===== src/rtl/thermocouple_pkg.sv =====
`default_nettype none
// ============================================================================
// thermocouple_pkg : shared frame layout and FSM encoding for the 32-bit
//                    thermocouple SPI read protocol.  Rev 1.0
// ============================================================================
package thermocouple_pkg;

  localparam int FRAME_BITS    = 32;
  localparam int TC_MSB        = 31;
  localparam int TC_LSB        = 18;
  localparam int FAULT_SUM_BIT = 16;
  localparam int JT_MSB        = 15;
  localparam int JT_LSB        = 4;
  localparam int FAULT_MSB     = 2;
  localparam int TC_W          = 14;
  localparam int JT_W          = 12;
  localparam int FAULT_W       = 3;

  typedef enum logic [1:0] {
    IDLE  = 2'd0,
    LOAD  = 2'd1,
    SHIFT = 2'd2,
    DONE  = 2'd3
  } state_e;

  typedef struct packed {
    logic [TC_W-1:0]    tc;
    logic [JT_W-1:0]    jt;
    logic [FAULT_W-1:0] fault;
  } meas_t;

  function automatic logic [FRAME_BITS-1:0] build_frame(input meas_t m);
    logic [FRAME_BITS-1:0] f;
    f                   = '0;
    f[TC_MSB:TC_LSB]    = m.tc;
    f[FAULT_SUM_BIT]    = |m.fault;
    f[JT_MSB:JT_LSB]    = m.jt;
    f[FAULT_MSB:0]      = m.fault;
    return f;
  endfunction

endpackage
`default_nettype wire


===== src/rtl/thermocouple_spi_responder_sync_edge_detect.sv =====
`default_nettype none
// ============================================================================
// sync_edge_detect : multi-flop synchroniser followed by an edge-detect flop.
//                    Rev 1.0
// ============================================================================
module sync_edge_detect #(
  parameter int   SYNC_STAGES = 2,
  parameter logic RESET_VAL   = 1'b0
) (
  input  logic clk,
  input  logic rst,
  input  logic async_in,
  output logic level,
  output logic rise,
  output logic fall
);

  logic [SYNC_STAGES-1:0] sync_q, sync_d;
  logic                   prev_q, prev_d;

  always_comb begin
    sync_d = {sync_q[SYNC_STAGES-2:0], async_in};
    prev_d = sync_q[SYNC_STAGES-1];
  end

  always_ff @(posedge clk or posedge rst) begin
    if (rst) begin
      sync_q <= {SYNC_STAGES{RESET_VAL}};
      prev_q <= RESET_VAL;
    end else begin
      sync_q <= sync_d;
      prev_q <= prev_d;
    end
  end

  assign level = sync_q[SYNC_STAGES-1];
  assign rise  = level & ~prev_q;
  assign fall  = ~level & prev_q;

endmodule
`default_nettype wire


===== src/rtl/thermocouple_spi_responder.sv =====
`default_nettype none
// ============================================================================
// thermocouple_spi_responder : device side of the 32-bit thermocouple SPI read
//                              (mode 0, MSB first, read-only).  Rev 1.0
// ============================================================================
module thermocouple_spi_responder
  import thermocouple_pkg::*;
#(
  parameter int SYNC_STAGES = 2
) (
  input  logic              clk,
  input  logic              rst,
  input  logic [TC_W-1:0]   tc_temp_in,
  input  logic [JT_W-1:0]   junction_temp_in,
  input  logic [FAULT_W-1:0] fault_in,
  input  logic              sample_valid,
  input  logic              spi_sck,
  input  logic              spi_cs_n,
  output logic              spi_miso,
  output logic              miso_oe,
  output logic              busy,
  output logic              frame_done,
  output logic              frame_abort
);

  localparam int         SETTLE_W   = $clog2(SYNC_STAGES + 2) + 1;
  localparam logic [5:0] RISE_FULL  = 6'(FRAME_BITS);
  localparam logic [4:0] LAST_FALL  = 5'(FRAME_BITS - 2);

  logic sck_level, sck_rise, sck_fall;
  logic cs_level, cs_rise, cs_fall;

  sync_edge_detect #(.SYNC_STAGES(SYNC_STAGES), .RESET_VAL(1'b0)) u_sck_sync (
    .clk(clk), .rst(rst), .async_in(spi_sck),
    .level(sck_level), .rise(sck_rise), .fall(sck_fall)
  );

  sync_edge_detect #(.SYNC_STAGES(SYNC_STAGES), .RESET_VAL(1'b1)) u_cs_sync (
    .clk(clk), .rst(rst), .async_in(spi_cs_n),
    .level(cs_level), .rise(cs_rise), .fall(cs_fall)
  );

  state_e                state_q, state_d;
  logic [FRAME_BITS-2:0] shift_q, shift_d;
  logic                  miso_q, miso_d;
  logic                  oe_q, oe_d;
  logic                  busy_q, busy_d;
  logic                  done_q, done_d;
  logic                  abort_q, abort_d;
  logic [5:0]            rise_cnt_q, rise_cnt_d;
  logic [4:0]            fall_cnt_q, fall_cnt_d;
  meas_t                 meas_q, meas_d;
  meas_t                 pend_q, pend_d;
  logic                  pend_valid_q, pend_valid_d;
  logic [SETTLE_W-1:0]   settle_q, settle_d;
  logic                  armed_q, armed_d;
  logic [FRAME_BITS-1:0] frame;
  meas_t                 new_sample;

  assign frame      = build_frame(meas_q);
  assign new_sample = meas_t'({tc_temp_in, junction_temp_in, fault_in});

  // A CS fall only counts once CS has been seen high after the synchronisers
  // settle, so a reset released while CS is already low cannot start a frame.
  always_comb begin
    settle_d = settle_q;
    if (settle_q != SETTLE_W'(SYNC_STAGES + 1)) settle_d = settle_q + 1'b1;
    armed_d = armed_q | ((settle_q == SETTLE_W'(SYNC_STAGES + 1)) & cs_level);
  end

  always_comb begin
    meas_d       = meas_q;
    pend_d       = pend_q;
    pend_valid_d = pend_valid_q;
    if (state_q == IDLE) begin
      if (sample_valid)      meas_d = new_sample;
      else if (pend_valid_q) meas_d = pend_q;
      pend_valid_d = 1'b0;
    end else if (sample_valid) begin
      pend_d       = new_sample;
      pend_valid_d = 1'b1;
    end
  end

  always_comb begin
    state_d    = state_q;
    shift_d    = shift_q;
    miso_d     = miso_q;
    oe_d       = oe_q;
    busy_d     = busy_q;
    done_d     = 1'b0;
    abort_d    = 1'b0;
    rise_cnt_d = rise_cnt_q;
    fall_cnt_d = fall_cnt_q;
    case (state_q)
      IDLE: begin
        miso_d = 1'b0;
        oe_d   = 1'b0;
        busy_d = 1'b0;
        // Mode 0 requires SCK idle low when CS falls.
        if (cs_fall && armed_q && !sck_level) begin
          state_d    = LOAD;
          oe_d       = 1'b1;
          busy_d     = 1'b1;
          rise_cnt_d = '0;
          fall_cnt_d = '0;
        end
      end
      LOAD, SHIFT, DONE: begin
        if (cs_rise) begin
          state_d = IDLE;
          miso_d  = 1'b0;
          oe_d    = 1'b0;
          busy_d  = 1'b0;
          if (rise_cnt_q == RISE_FULL) done_d  = 1'b1;
          else                         abort_d = 1'b1;
        end else if (state_q == LOAD) begin
          state_d    = SHIFT;
          shift_d    = frame[FRAME_BITS-2:0];
          miso_d     = frame[FRAME_BITS-1];
          rise_cnt_d = '0;
          fall_cnt_d = '0;
        end else begin
          if (sck_rise && rise_cnt_q != RISE_FULL) rise_cnt_d = rise_cnt_q + 6'd1;
          if (sck_fall) begin
            if (state_q == SHIFT) begin
              miso_d     = shift_q[FRAME_BITS-2];
              shift_d    = {shift_q[FRAME_BITS-3:0], 1'b0};
              fall_cnt_d = fall_cnt_q + 5'd1;
              if (fall_cnt_q == LAST_FALL) state_d = DONE;
            end else begin
              miso_d = 1'b0;
            end
          end
        end
      end
      default: state_d = IDLE;
    endcase
  end

  always_ff @(posedge clk or posedge rst) begin
    if (rst) begin
      state_q      <= IDLE;
      shift_q      <= '0;
      miso_q       <= 1'b0;
      oe_q         <= 1'b0;
      busy_q       <= 1'b0;
      done_q       <= 1'b0;
      abort_q      <= 1'b0;
      rise_cnt_q   <= '0;
      fall_cnt_q   <= '0;
      meas_q       <= '0;
      pend_q       <= '0;
      pend_valid_q <= 1'b0;
      settle_q     <= '0;
      armed_q      <= 1'b0;
    end else begin
      state_q      <= state_d;
      shift_q      <= shift_d;
      miso_q       <= miso_d;
      oe_q         <= oe_d;
      busy_q       <= busy_d;
      done_q       <= done_d;
      abort_q      <= abort_d;
      rise_cnt_q   <= rise_cnt_d;
      fall_cnt_q   <= fall_cnt_d;
      meas_q       <= meas_d;
      pend_q       <= pend_d;
      pend_valid_q <= pend_valid_d;
      settle_q     <= settle_d;
      armed_q      <= armed_d;
    end
  end

  assign spi_miso    = miso_q;
  assign miso_oe     = oe_q;
  assign busy        = busy_q;
  assign frame_done  = done_q;
  assign frame_abort = abort_q;

endmodule
`default_nettype wire

===== config.mk =====
export PLATFORM = sky130hd
export DESIGN_NAME = thermocouple_spi_responder
export DESIGN_NICKNAME = d
export VERILOG_FILES = /design/src/rtl/thermocouple_pkg.sv /design/src/rtl/thermocouple_spi_responder_sync_edge_detect.sv /design/src/rtl/thermocouple_spi_responder.sv
export SDC_FILE = /design/constraint.sdc
export NUM_CORES = 1
export LEC_CHECK = 0
export CAP_MARGIN = 20
export CORE_MARGIN = 2
export CORE_UTILIZATION = 35
export CTS_BUF_LIST = sky130_fd_sc_hd__clkbuf_8
export CTS_CLUSTER_DIAMETER = 60
export CTS_CLUSTER_SIZE = 28
export DETAILED_ROUTE_END_ITERATION = 12
export SKIP_LAST_GASP = 1
export SLEW_MARGIN = 5
export SYNTH_ARGS = -nofsm -noshare
export SYNTH_HDL_FRONTEND = slang
export SYNTH_SLANG_ARGS = --single-unit

===== constraint.sdc =====
create_clock -name clk -period 4.5 [get_ports clk]
set_clock_uncertainty 0.2 [all_clocks]
set_input_delay 0.675 -clock clk [delete_from_list [all_inputs] [get_ports clk]]
set_output_delay 0.675 -clock clk [all_outputs]
set_load 0.02 [all_outputs]

==> results of run 1 <==
## worst paths after layout
| check | end | slack, ps | cells after the start |
|---|---|---|---|
| setup / recovery | pend_q[0]$_DFFE_PP0P_ | 1670 | 5 |
| hold reg to reg | u_cs_sync.sync_q[1]$_DFF_PP1_ | 160 | 0 |
| max in group asynchronous | fall_cnt_q[2]$_DFFE_PP0P_ | 3090 | 3 |
| hold / removal | u_cs_sync.sync_q[1]$_DFF_PP1_ | 160 | 0 |
| setup reg to reg | pend_q[0]$_DFFE_PP0P_ | 1670 | 5 |
| min in group asynchronous | u_sck_sync.sync_q[0]$_DFF_PP0_ | 550 | 3 |
## worst register-to-register path: stages (launching register included)
cell	delay (ps)
dfrtp_1	430
inv_1	90
ha_1	470
nor2b_2	760
buf_4	370
mux2_2	380
## sequential cells by signal (all words and copies together), names as in the netlist, 2 cells and up
signal,count
rise_cnt_q,6
u_sck_sync.sync_q,2
settle_q,3
state_q,2
pend_q,29
shift_q,31
frame,29
fall_cnt_q,5
u_cs_sync.sync_q,2
## cell usage in the layout, fill, tap and decap left out, types with 4 or more instances in the layout
master             n
inv_1             15
mux2_2            30
clkdlybuf4s50_1   37
nand3_1            4
clkbuf_8          20
o21ai_0           68
ha_1               9
buf_4              5
nor2_1             9
mux2i_1           58
dfrtp_1          114
o31ai_1            7
nand2_1           69
## logic make-up after synthesis
group	Yosys count	share of synthesized area (%)
flops	117	56.6
buf+inv	35	2.92
simple gates	109	9.71
xor+xnor	3	0.507
compound gates	91	10.1
mux	88	17.7
fa+ha+maj	10	2.42
## metrics by stage
stage	utilization (%)	power, mW
finish	42.0	3.57
global route	42.0	3.87
CTS	42.0	3.63
detailed placement	39.8	2.82
global placement	39.8	2.77
floorplan	-	2.51
## power by group through the flow
stage                     registers [mW]  logic (mW)  clock network, mW
after floorplan                     1.62       0.894                  0
after global placement              1.66        1.11                  0
after detailed placement            1.67        1.15                  0
after CTS                           1.66        1.15              0.819
after global routing                1.70        1.29              0.872
final                               1.65        1.13              0.786
## per-layer routing
metal	vias up	track usage (%)	part of all wire, %
met5	-	0	0
met4	0	4.84	1.1
met3	11	4.50	3.5
met2	47	20.0	47
met1	1610	16.8	48
li1	1667	-	-
## final cells by class
class,count,area share (%)
clock buffers,20,4.53
clock inverters,11,0.803
inverters,9,0.597
multi-input cells,301,34.9
flip-flops and latches,117,48.2
well taps,184,3.79
repair buffers,44,7.12
==> impl_metrics.xml, run 1 <==
<?xml version="1.0" encoding="UTF-8"?>
<metrics>
  <group name="outcome">
    <metric name="run_status" unit="">completed</metric>
  </group>
  <group name="synthesis">
    <metric name="library_cells_used_by_synthesis" unit="">44</metric>
    <metric name="synthDominantCellAreaShare" unit="%">55.1</metric>
    <metric name="synth.area.top_cells" unit="">dfrtp_1 55%, mux2i_1 11%, o21ai_0 6.7%</metric>
    <metric name="yosys_register_bits" unit="">117</metric>
    <metric name="cell_with_the_most_instances_after_synthesis" unit="">dfrtp_1</metric>
    <metric name="syn_area" unit="um2">5180</metric>
    <metric name="synth_top_cells_by_count" unit="">114 x dfrtp_1, 69 x nand2_1, 69 x o21ai_0</metric>
    <metric name="ys.flop_type" unit="">dfrtp_1</metric>
    <metric name="post_synth_edffs" unit="">0</metric>
    <metric name="synthesis.nets" unit="">497</metric>
    <metric name="async_reset_ff_share" unit="%">100</metric>
    <metric name="post-synth-top-area-cell" unit="">dfrtp_1</metric>
    <metric name="synthesized_area_divided_by_synthesized_cell_count" unit="um2">11.4</metric>
    <metric name="ys.warnings.count" unit="">0</metric>
    <metric name="synth_cells" unit="">453</metric>
    <metric name="synth_sequential_area_ratio" unit="%">56.6</metric>
  </group>
  <group name="place">
    <metric name="io_buffer_count" unit="">38</metric>
    <metric name="place_inst" unit="">655</metric>
    <metric name="dpl.hpwl" unit="um">6020</metric>
    <metric name="detailed_place.area" unit="um2">5760</metric>
    <metric name="gp_routability_congestion" unit="">0.779</metric>
    <metric name="placement.setup.worst_slack" unit="ps">1550</metric>
  </group>
  <group name="min_path">
    <metric name="timing.hold.worst.start" unit="">u_cs_sync.sync_q[0]$_DFF_PP1_</metric>
    <metric name="holdCritPathClass" unit="">register to register</metric>
  </group>
  <group name="drt">
    <metric name="dr_total_vias" unit="">3335</metric>
    <metric name="wire_per_inst" unit="um">13.6</metric>
    <metric name="via_per_inst" unit="">4.86</metric>
    <metric name="post-route-drc-count" unit="">0</metric>
    <metric name="antenna_left" unit="">0</metric>
    <metric name="detail_route.first_pass.iterations" unit="">4</metric>
    <metric name="totalWireLength" unit="um">9350</metric>
    <metric name="drt_iter0_drc" unit="">238</metric>
  </group>
  <group name="floorplan">
    <metric name="die_y" unit="um">126</metric>
    <metric name="site_row_count" unit="">44</metric>
    <metric name="initial_core_util" unit="%">35.8</metric>
    <metric name="core" unit="um2">14500</metric>
    <metric name="die_width" unit="um">126</metric>
    <metric name="i_o_pins" unit="">39</metric>
    <metric name="die_area" unit="um2">15800</metric>
  </group>
  <group name="timing">
    <metric name="maxSlewHeadroom" unit="%">45.6</metric>
    <metric name="post_layout_min_period" unit="ps">2830</metric>
    <metric name="unrepaired_setup_endpoints_after_global_routing" unit="">false</metric>
    <metric name="slew_viol_final" unit="">0</metric>
    <metric name="fmax" unit="GHz">0.354</metric>
    <metric name="min_period_over_period" unit="%">62.9</metric>
    <metric name="fin_hold_ws" unit="ps">159</metric>
    <metric name="worst_pin_slew" unit="ps">812</metric>
    <metric name="setup_total_negative_slack" unit="ps">0</metric>
    <metric name="setup_viol_count_final" unit="">0</metric>
    <metric name="finalWorstSetupSlack" unit="ps">1670</metric>
    <metric name="hold_violations" unit="">0</metric>
  </group>
  <group name="setup_path">
    <metric name="worst_ep_required" unit="ps">4610</metric>
    <metric name="critical_path_buf_inv_count" unit="">2</metric>
    <metric name="critPathArrivalTime" unit="ps">2940</metric>
    <metric name="crit_chain" unit="">inv_1 -&gt; ha_1 -&gt; nor2b_2 -&gt; buf_4 -&gt; mux2_2</metric>
    <metric name="critical-path-top-delay-family" unit="">simple AND/OR/NAND/NOR gates</metric>
    <metric name="timing.critical_path.fanout_max" unit="">19</metric>
    <metric name="critPathKind" unit="">register to register</metric>
    <metric name="slowest_stage" unit="">nor2b_2</metric>
    <metric name="crit-reg2reg-launch" unit="">state_q[1]$_DFFE_PP0P_</metric>
    <metric name="critical_path.max_stage_delay" unit="ps">760</metric>
    <metric name="worstSetupEndpointType" unit="">register</metric>
    <metric name="critPathLaunch" unit="">state_q[1]$_DFFE_PP0P_</metric>
    <metric name="sort_of_element_at_the_start_of_the_critical_path" unit="">register</metric>
  </group>
  <group name="global_routing">
    <metric name="initial_antenna_violation_count" unit="">0</metric>
    <metric name="first_global_vias" unit="">3361</metric>
    <metric name="largest_net_degree_at_the_start_of_global_routing" unit="">118</metric>
    <metric name="grtUsageTotal" unit="%">12.9</metric>
    <metric name="first_pass_grt_wire_length" unit="um">16200</metric>
    <metric name="grt_overflow_total" unit="">0</metric>
  </group>
  <group name="pwr">
    <metric name="switchingPower" unit="mW">1.23</metric>
    <metric name="share_comb_of_total_power" unit="%">31.7</metric>
    <metric name="irDropWorstVdd" unit="uV">294</metric>
    <metric name="cell_internal_pwr" unit="mW">2.34</metric>
    <metric name="p_clk_share" unit="%">22.0</metric>
    <metric name="p_leak" unit="nW">2.67</metric>
    <metric name="power_per_cell_area" unit="nW/um2">588</metric>
    <metric name="seq_power_share" unit="%">46.3</metric>
    <metric name="sw_frac_of_total" unit="%">34.5</metric>
  </group>
  <group name="cts">
    <metric name="cts_tree" unit="">built</metric>
    <metric name="cts_setup_buffers" unit="">0</metric>
    <metric name="cts-root-buf" unit="">clkbuf_8</metric>
    <metric name="cts.sinks" unit="">117</metric>
    <metric name="post_cts_resize_count" unit="">0</metric>
    <metric name="clock_tree.htree_level_count" unit="">4</metric>
    <metric name="clock_latency" unit="ps">430</metric>
    <metric name="cts_hold_buf" unit="">0</metric>
    <metric name="clk_pin_slew_worst_paths" unit="ps">60</metric>
    <metric name="clock_tree.buffer_depth" unit="">2</metric>
    <metric name="cts_inserted_buffers" unit="">17</metric>
  </group>
  <group name="finish">
    <metric name="flow.area_growth_from_synthesis" unit="%">17.4</metric>
    <metric name="stdcell_area" unit="um2">6080</metric>
    <metric name="layout.nets" unit="">534</metric>
    <metric name="register_area" unit="um2">2930</metric>
    <metric name="final_cell_count_no_fill" unit="">686</metric>
    <metric name="num-fill-cells" unit="">1390</metric>
    <metric name="antenna-diode-count" unit="">0</metric>
    <metric name="layout-drive-gt1-share" unit="%">14.9</metric>
    <metric name="multi_input_comb_area" unit="um2">2120</metric>
  </group>
  <group name="run">
    <metric name="drv_cap" unit="">0</metric>
  </group>
</metrics>
Power figures use the tool's default switching activity.
==> run 2: changes to the inputs <==
- clock period: 4.5 -> 2.9 ns (I/O delays scaled with it)
==> impl_metrics.xml, run 2 (same netlist as run 1, synthesis figures left out) <==
<?xml version="1.0" encoding="UTF-8"?>
<metrics>
  <group name="finish">
    <metric name="layout.nets" unit="">540</metric>
    <metric name="largest_register_ff_count" unit="">31</metric>
    <metric name="flow.area_growth_from_synthesis" unit="%">19.4</metric>
    <metric name="stdcell_area" unit="um2">6180</metric>
    <metric name="largest_register_by_flop_count" unit="">shift_q</metric>
    <metric name="most_frequent_cells_in_the_layout" unit="">114 x dfrtp_1, 69 x nand2_1, 68 x o21ai_0</metric>
    <metric name="final_cell_count_no_fill" unit="">692</metric>
    <metric name="antenna-diode-count" unit="">0</metric>
    <metric name="mostFrequentLayoutCell" unit="">dfrtp_1</metric>
    <metric name="layout.core_utilization" unit="%">42.7</metric>
    <metric name="layout-drive-gt1-share" unit="%">15.9</metric>
  </group>
  <group name="outcome">
    <metric name="run_status" unit="">completed</metric>
  </group>
  <group name="global_routing">
    <metric name="grtUsageTotal" unit="%">13.3</metric>
    <metric name="grt_overflow_total" unit="">0</metric>
    <metric name="largest_net_degree_at_the_start_of_global_routing" unit="">63</metric>
    <metric name="first_pass_grt_wire_length" unit="um">16900</metric>
    <metric name="first_global_vias" unit="">3462</metric>
    <metric name="initial_antenna_violation_count" unit="">0</metric>
  </group>
  <group name="pwr">
    <metric name="cell_internal_pwr" unit="mW">3.78</metric>
    <metric name="share_comb_of_total_power" unit="%">31.7</metric>
    <metric name="p_leak" unit="nW">2.72</metric>
    <metric name="total_power" unit="mW">5.72</metric>
    <metric name="irDropWorstVdd" unit="uV">393</metric>
    <metric name="p_clk_share" unit="%">23.4</metric>
    <metric name="seq_power_share" unit="%">45.0</metric>
    <metric name="sw_frac_of_total" unit="%">33.8</metric>
    <metric name="power_per_cell_area" unit="nW/um2">924</metric>
    <metric name="switchingPower" unit="mW">1.93</metric>
  </group>
  <group name="timing">
    <metric name="fmax" unit="GHz">0.439</metric>
    <metric name="min_period_over_period" unit="%">78.6</metric>
    <metric name="maxSlewHeadroom" unit="%">48.5</metric>
    <metric name="slew_viol_final" unit="">0</metric>
    <metric name="fin_hold_ws" unit="ps">151</metric>
    <metric name="finalWorstSetupSlack" unit="ps">621</metric>
    <metric name="setup_total_negative_slack" unit="ps">0</metric>
    <metric name="post_layout_min_period" unit="ps">2280</metric>
    <metric name="setup_viol_count_final" unit="">0</metric>
    <metric name="hold_violations" unit="">0</metric>
    <metric name="unrepaired_setup_endpoints_after_global_routing" unit="">false</metric>
    <metric name="worst_pin_slew" unit="ps">771</metric>
  </group>
  <group name="place">
    <metric name="place_inst" unit="">661</metric>
    <metric name="gp_routability_congestion" unit="">0.836</metric>
    <metric name="detailed_place.area" unit="um2">5830</metric>
    <metric name="placement.setup.worst_slack" unit="ps">623</metric>
    <metric name="dpl.hpwl" unit="um">6540</metric>
    <metric name="io_buffer_count" unit="">38</metric>
  </group>
  <group name="floorplan">
    <metric name="i_o_pins" unit="">39</metric>
    <metric name="die_area" unit="um2">15800</metric>
    <metric name="site_row_count" unit="">44</metric>
    <metric name="die_width" unit="um">126</metric>
    <metric name="core" unit="um2">14500</metric>
    <metric name="die_y" unit="um">126</metric>
    <metric name="initial_core_util" unit="%">35.8</metric>
  </group>
  <group name="drt">
    <metric name="post-route-drc-count" unit="">0</metric>
    <metric name="antenna_left" unit="">0</metric>
    <metric name="via_per_inst" unit="">4.90</metric>
    <metric name="dr_total_vias" unit="">3391</metric>
    <metric name="detail_route.first_pass.iterations" unit="">7</metric>
    <metric name="totalWireLength" unit="um">9590</metric>
    <metric name="drt_iter0_drc" unit="">203</metric>
    <metric name="wire_per_inst" unit="um">13.9</metric>
  </group>
  <group name="cts">
    <metric name="cts_hold_buf" unit="">0</metric>
    <metric name="clock_tree.buffer_depth" unit="">2</metric>
    <metric name="cts.sinks" unit="">117</metric>
    <metric name="cts_tree" unit="">built</metric>
    <metric name="cts_setup_buffers" unit="">0</metric>
    <metric name="clock_latency" unit="ps">430</metric>
    <metric name="cts-root-buf" unit="">clkbuf_8</metric>
    <metric name="cts_inserted_buffers" unit="">17</metric>
    <metric name="clock_tree.htree_level_count" unit="">4</metric>
    <metric name="post_cts_resize_count" unit="">0</metric>
    <metric name="clk_pin_slew_worst_paths" unit="ps">60</metric>
  </group>
  <group name="setup_path">
    <metric name="timing.critical_path.fanout_max" unit="">62</metric>
    <metric name="critPathArrivalTime" unit="ps">2360</metric>
    <metric name="worstSetupEndpointType" unit="">register</metric>
    <metric name="sort_of_element_at_the_start_of_the_critical_path" unit="">register</metric>
    <metric name="worst_ep_required" unit="ps">2980</metric>
    <metric name="critPathKind" unit="">register to register</metric>
  </group>
  <group name="run">
    <metric name="drv_cap" unit="">0</metric>
  </group>
  <group name="min_path">
    <metric name="holdCritPathClass" unit="">register to register</metric>
  </group>
</metrics>
-- run 2: path summary, 6_finish.rpt --
| check | from | to | slack (ps) | cells past startpoint |
|---|---|---|---|---|
| min reg2reg | u_sck_sync.sync_q[0]$_DFF_PP0_ | u_sck_sync.sync_q[1]$_DFF_PP0_ | 150 | 0 |
| min in group asynchronous | rst | u_sck_sync.sync_q[1]$_DFF_PP0_ | 290 | 2 |
| max in group asynchronous | rst | frame[21]$_DFFE_PP0P_ | 1510 | 3 |
| max reg2reg | state_q[1]$_DFFE_PP0P_ | shift_q[6]$_DFFE_PP0P_ | 620 | 6 |
| min | u_sck_sync.sync_q[0]$_DFF_PP0_ | u_sck_sync.sync_q[1]$_DFF_PP0_ | 150 | 0 |
| max | state_q[1]$_DFFE_PP0P_ | shift_q[6]$_DFFE_PP0P_ | 620 | 6 |
-- run 2: layout make-up --
cell class / instances / area (um2)
Tap cell: 184 / 230
Clock buffer: 21 / 289
Multi-Input combinational cell: 301 / 2120
Inverter: 9 / 37.5
Fill cell: 1357 / 8290
Clock inverter: 10 / 68.8
Timing Repair Buffer: 50 / 503
Sequential cell: 117 / 2930
-- run 2: per-layer routing --
metal | track usage, % | up-vias | share of wire (%)
met5 | 0 | - | 0
met3 | 3.99 | 15 | 3.4
met4 | 5.49 | 0 | 1.5
met2 | 21.3 | 58 | 48
li1 | - | 1674 | -
met1 | 17.0 | 1644 | 47
-- run 2: critical path, cell delays in order (launching register included) --
cell and delay, ps:
dfrtp_1 440, inv_1 110, ha_1 360, inv_1 210, o2111ai_4 140, buf_4 470, o21ai_0 200
-- run 2: power groups by stage --
stage	registers [mW]	logic [mW]	clock network (mW)
6_report	2.57	1.81	1.34
2_1_floorplan	2.51	1.39	0
3_3_place_gp	2.58	1.76	0
5_1_grt	2.65	2.07	1.46
4_1_cts	2.58	1.84	1.38
3_5_place_dp	2.60	1.84	0
==> run 3: changes to the inputs <==
- clock period: 2.9 -> 2.2 ns (I/O delays scaled with it)
==> impl_metrics.xml, run 3 (same netlist as run 1, synthesis figures left out) <==
<?xml version="1.0" encoding="UTF-8"?>
<metrics>
  <group name="floorplan">
    <metric name="die_width" unit="um">126</metric>
    <metric name="core" unit="um2">14500</metric>
    <metric name="die_area" unit="um2">15800</metric>
    <metric name="site_row_count" unit="">44</metric>
    <metric name="initial_core_util" unit="%">35.8</metric>
    <metric name="i_o_pins" unit="">39</metric>
    <metric name="die_y" unit="um">126</metric>
  </group>
  <group name="pwr">
    <metric name="sw_frac_of_total" unit="%">33.4</metric>
    <metric name="power_per_cell_area" unit="nW/um2">1220</metric>
    <metric name="p_leak" unit="nW">2.73</metric>
    <metric name="irDropWorstVdd" unit="uV">555</metric>
    <metric name="share_comb_of_total_power" unit="%">32.4</metric>
    <metric name="p_clk_share" unit="%">23.0</metric>
    <metric name="seq_power_share" unit="%">44.6</metric>
    <metric name="cell_internal_pwr" unit="mW">5.07</metric>
    <metric name="switchingPower" unit="mW">2.54</metric>
    <metric name="total_power" unit="mW">7.62</metric>
  </group>
  <group name="global_routing">
    <metric name="first_global_vias" unit="">3507</metric>
    <metric name="global_route.peak_usage_layer" unit="">met2</metric>
    <metric name="first_pass_grt_wire_length" unit="um">16200</metric>
    <metric name="initial_antenna_violation_count" unit="">0</metric>
    <metric name="largest_net_degree_at_the_start_of_global_routing" unit="">93</metric>
    <metric name="grtUsageTotal" unit="%">12.7</metric>
    <metric name="grt_use_met1" unit="%">15.9</metric>
    <metric name="met2_usage" unit="%">20.5</metric>
    <metric name="grt_overflow_total" unit="">0</metric>
    <metric name="use_met3" unit="%">3.99</metric>
  </group>
  <group name="cts">
    <metric name="clock_tree.htree_level_count" unit="">4</metric>
    <metric name="clock_tree.buffer_depth" unit="">2</metric>
    <metric name="clock_latency" unit="ps">430</metric>
    <metric name="cts.sinks" unit="">117</metric>
    <metric name="cts_setup_buffers" unit="">0</metric>
    <metric name="cts-root-buf" unit="">clkbuf_8</metric>
    <metric name="clk_pin_slew_worst_paths" unit="ps">60</metric>
    <metric name="cts_inserted_buffers" unit="">17</metric>
    <metric name="cts_tree" unit="">built</metric>
  </group>
  <group name="finish">
    <metric name="layout.nets" unit="">543</metric>
    <metric name="most_frequent_cells_in_the_layout" unit="">113 x dfrtp_1, 69 x nand2_1, 68 x o21ai_0</metric>
    <metric name="largest_register_ff_count" unit="">31</metric>
    <metric name="antenna-diode-count" unit="">0</metric>
    <metric name="flow.area_growth_from_synthesis" unit="%">20.2</metric>
    <metric name="largest_register_by_flop_count" unit="">shift_q</metric>
    <metric name="mostFrequentLayoutCell" unit="">dfrtp_1</metric>
    <metric name="layout.core_utilization" unit="%">43.0</metric>
    <metric name="layout-drive-gt1-share" unit="%">17.3</metric>
    <metric name="stdcell_area" unit="um2">6230</metric>
  </group>
  <group name="setup_path">
    <metric name="critPathLaunch" unit="">state_q[0]$_DFFE_PP0P_</metric>
    <metric name="worst_ep_required" unit="ps">2310</metric>
    <metric name="worstSetupEndpointType" unit="">register</metric>
    <metric name="sort_of_element_at_the_start_of_the_critical_path" unit="">register</metric>
    <metric name="crit-reg2reg-launch" unit="">state_q[0]$_DFFE_PP0P_</metric>
    <metric name="critPathArrivalTime" unit="ps">2180</metric>
    <metric name="critPathKind" unit="">register to register</metric>
    <metric name="timing.critical_path.fanout_max" unit="">23</metric>
  </group>
  <group name="outcome">
    <metric name="run_status" unit="">completed</metric>
  </group>
  <group name="drt">
    <metric name="antenna_left" unit="">0</metric>
    <metric name="post-route-drc-count" unit="">0</metric>
    <metric name="dr_total_vias" unit="">3425</metric>
    <metric name="drt_iter0_drc" unit="">155</metric>
    <metric name="wire_per_inst" unit="um">13.5</metric>
    <metric name="totalWireLength" unit="um">9380</metric>
    <metric name="via_per_inst" unit="">4.94</metric>
    <metric name="detail_route.first_pass.iterations" unit="">4</metric>
  </group>
  <group name="timing">
    <metric name="worst_pin_slew" unit="ps">518</metric>
    <metric name="min_period_over_period" unit="%">94.0</metric>
    <metric name="finalWorstSetupSlack" unit="ps">132</metric>
    <metric name="post_layout_min_period" unit="ps">2070</metric>
    <metric name="hold_violations" unit="">0</metric>
    <metric name="setup_viol_count_final" unit="">0</metric>
    <metric name="setup_total_negative_slack" unit="ps">0</metric>
    <metric name="slew_viol_final" unit="">0</metric>
    <metric name="unrepaired_setup_endpoints_after_global_routing" unit="">false</metric>
    <metric name="fmax" unit="GHz">0.484</metric>
    <metric name="maxSlewHeadroom" unit="%">65.4</metric>
  </group>
  <group name="place">
    <metric name="io_buffer_count" unit="">38</metric>
    <metric name="placement.setup.worst_slack" unit="ps">65.3</metric>
    <metric name="detailed_place.area" unit="um2">5850</metric>
    <metric name="dpl.hpwl" unit="um">6380</metric>
    <metric name="gp_routability_congestion" unit="">0.854</metric>
  </group>
  <group name="run">
    <metric name="drv_cap" unit="">0</metric>
  </group>
  <group name="min_path">
    <metric name="timing.hold.worst.start" unit="">sample_valid</metric>
    <metric name="holdCritPathClass" unit="">primary input to register</metric>
  </group>
</metrics>
[run 3: layout make-up]
type / count / area (um2)
clock buffer: 21 / 289
clock inverter: 8 / 61.3
fill: 1381 / 8250
inverter: 9 / 37.5
multi-input combinational: 301 / 2140
sequential: 117 / 2930
tap: 184 / 230
timing repair buffer: 53 / 541
[run 3: per-stage QoR]
stage	cells	hold WS, ps
after floorplan	453	131
after global placement	663	140
after detailed placement	663	137
after CTS	693	24.3
after global routing	693	65.9
final	693	62.9
[run 3: what timing repair did]
action,CTS,global route
hold buffers,1,0
gates resized for setup,0,4
endpoints found under the hold margin,1,0
setup endpoints to repair,0,23
[run 3: final timing paths]
kind	to	slack [ps]	cells after the start
max	pend_q[13]$_DFFE_PP0P_	130	6
min	pend_valid_q$_DFFE_PP0P_	60	3
max reg2reg	pend_q[13]$_DFFE_PP0P_	130	6
min reg2reg	u_sck_sync.sync_q[1]$_DFF_PP0_	150	0
max in group asynchronous	shift_q[16]$_DFFE_PP0P_	650	4
min in group asynchronous	pend_q[27]$_DFFE_PP0P_	480	3
[run 3: power by group through the flow]
| stage | clock network (mW) | registers (mW) | logic [mW] |
|---|---|---|---|
| 2_1_floorplan | 0 | 3.31 | 1.83 |
| 3_3_place_gp | 0 | 3.40 | 2.41 |
| 3_5_place_dp | 0 | 3.43 | 2.48 |
| 4_1_cts | 1.81 | 3.40 | 2.49 |
| 5_1_grt | 1.90 | 3.50 | 2.81 |
| 6_report | 1.75 | 3.40 | 2.47 |
[run 3: metal layers]
metal / wire [um] / part of all wire [%]
met5: 0 / 0
met4: 149 / 1.6
met3: 334 / 3.6
met2: 4540 / 48
met1: 4350 / 46
[run 3: critical path: stages (launching register included)]
cell     delay [ps]
dfrtp_1         450
inv_1           100
ha_2            240
buf_4           210
nor2b_2         190
buf_12          210
mux2_2          350
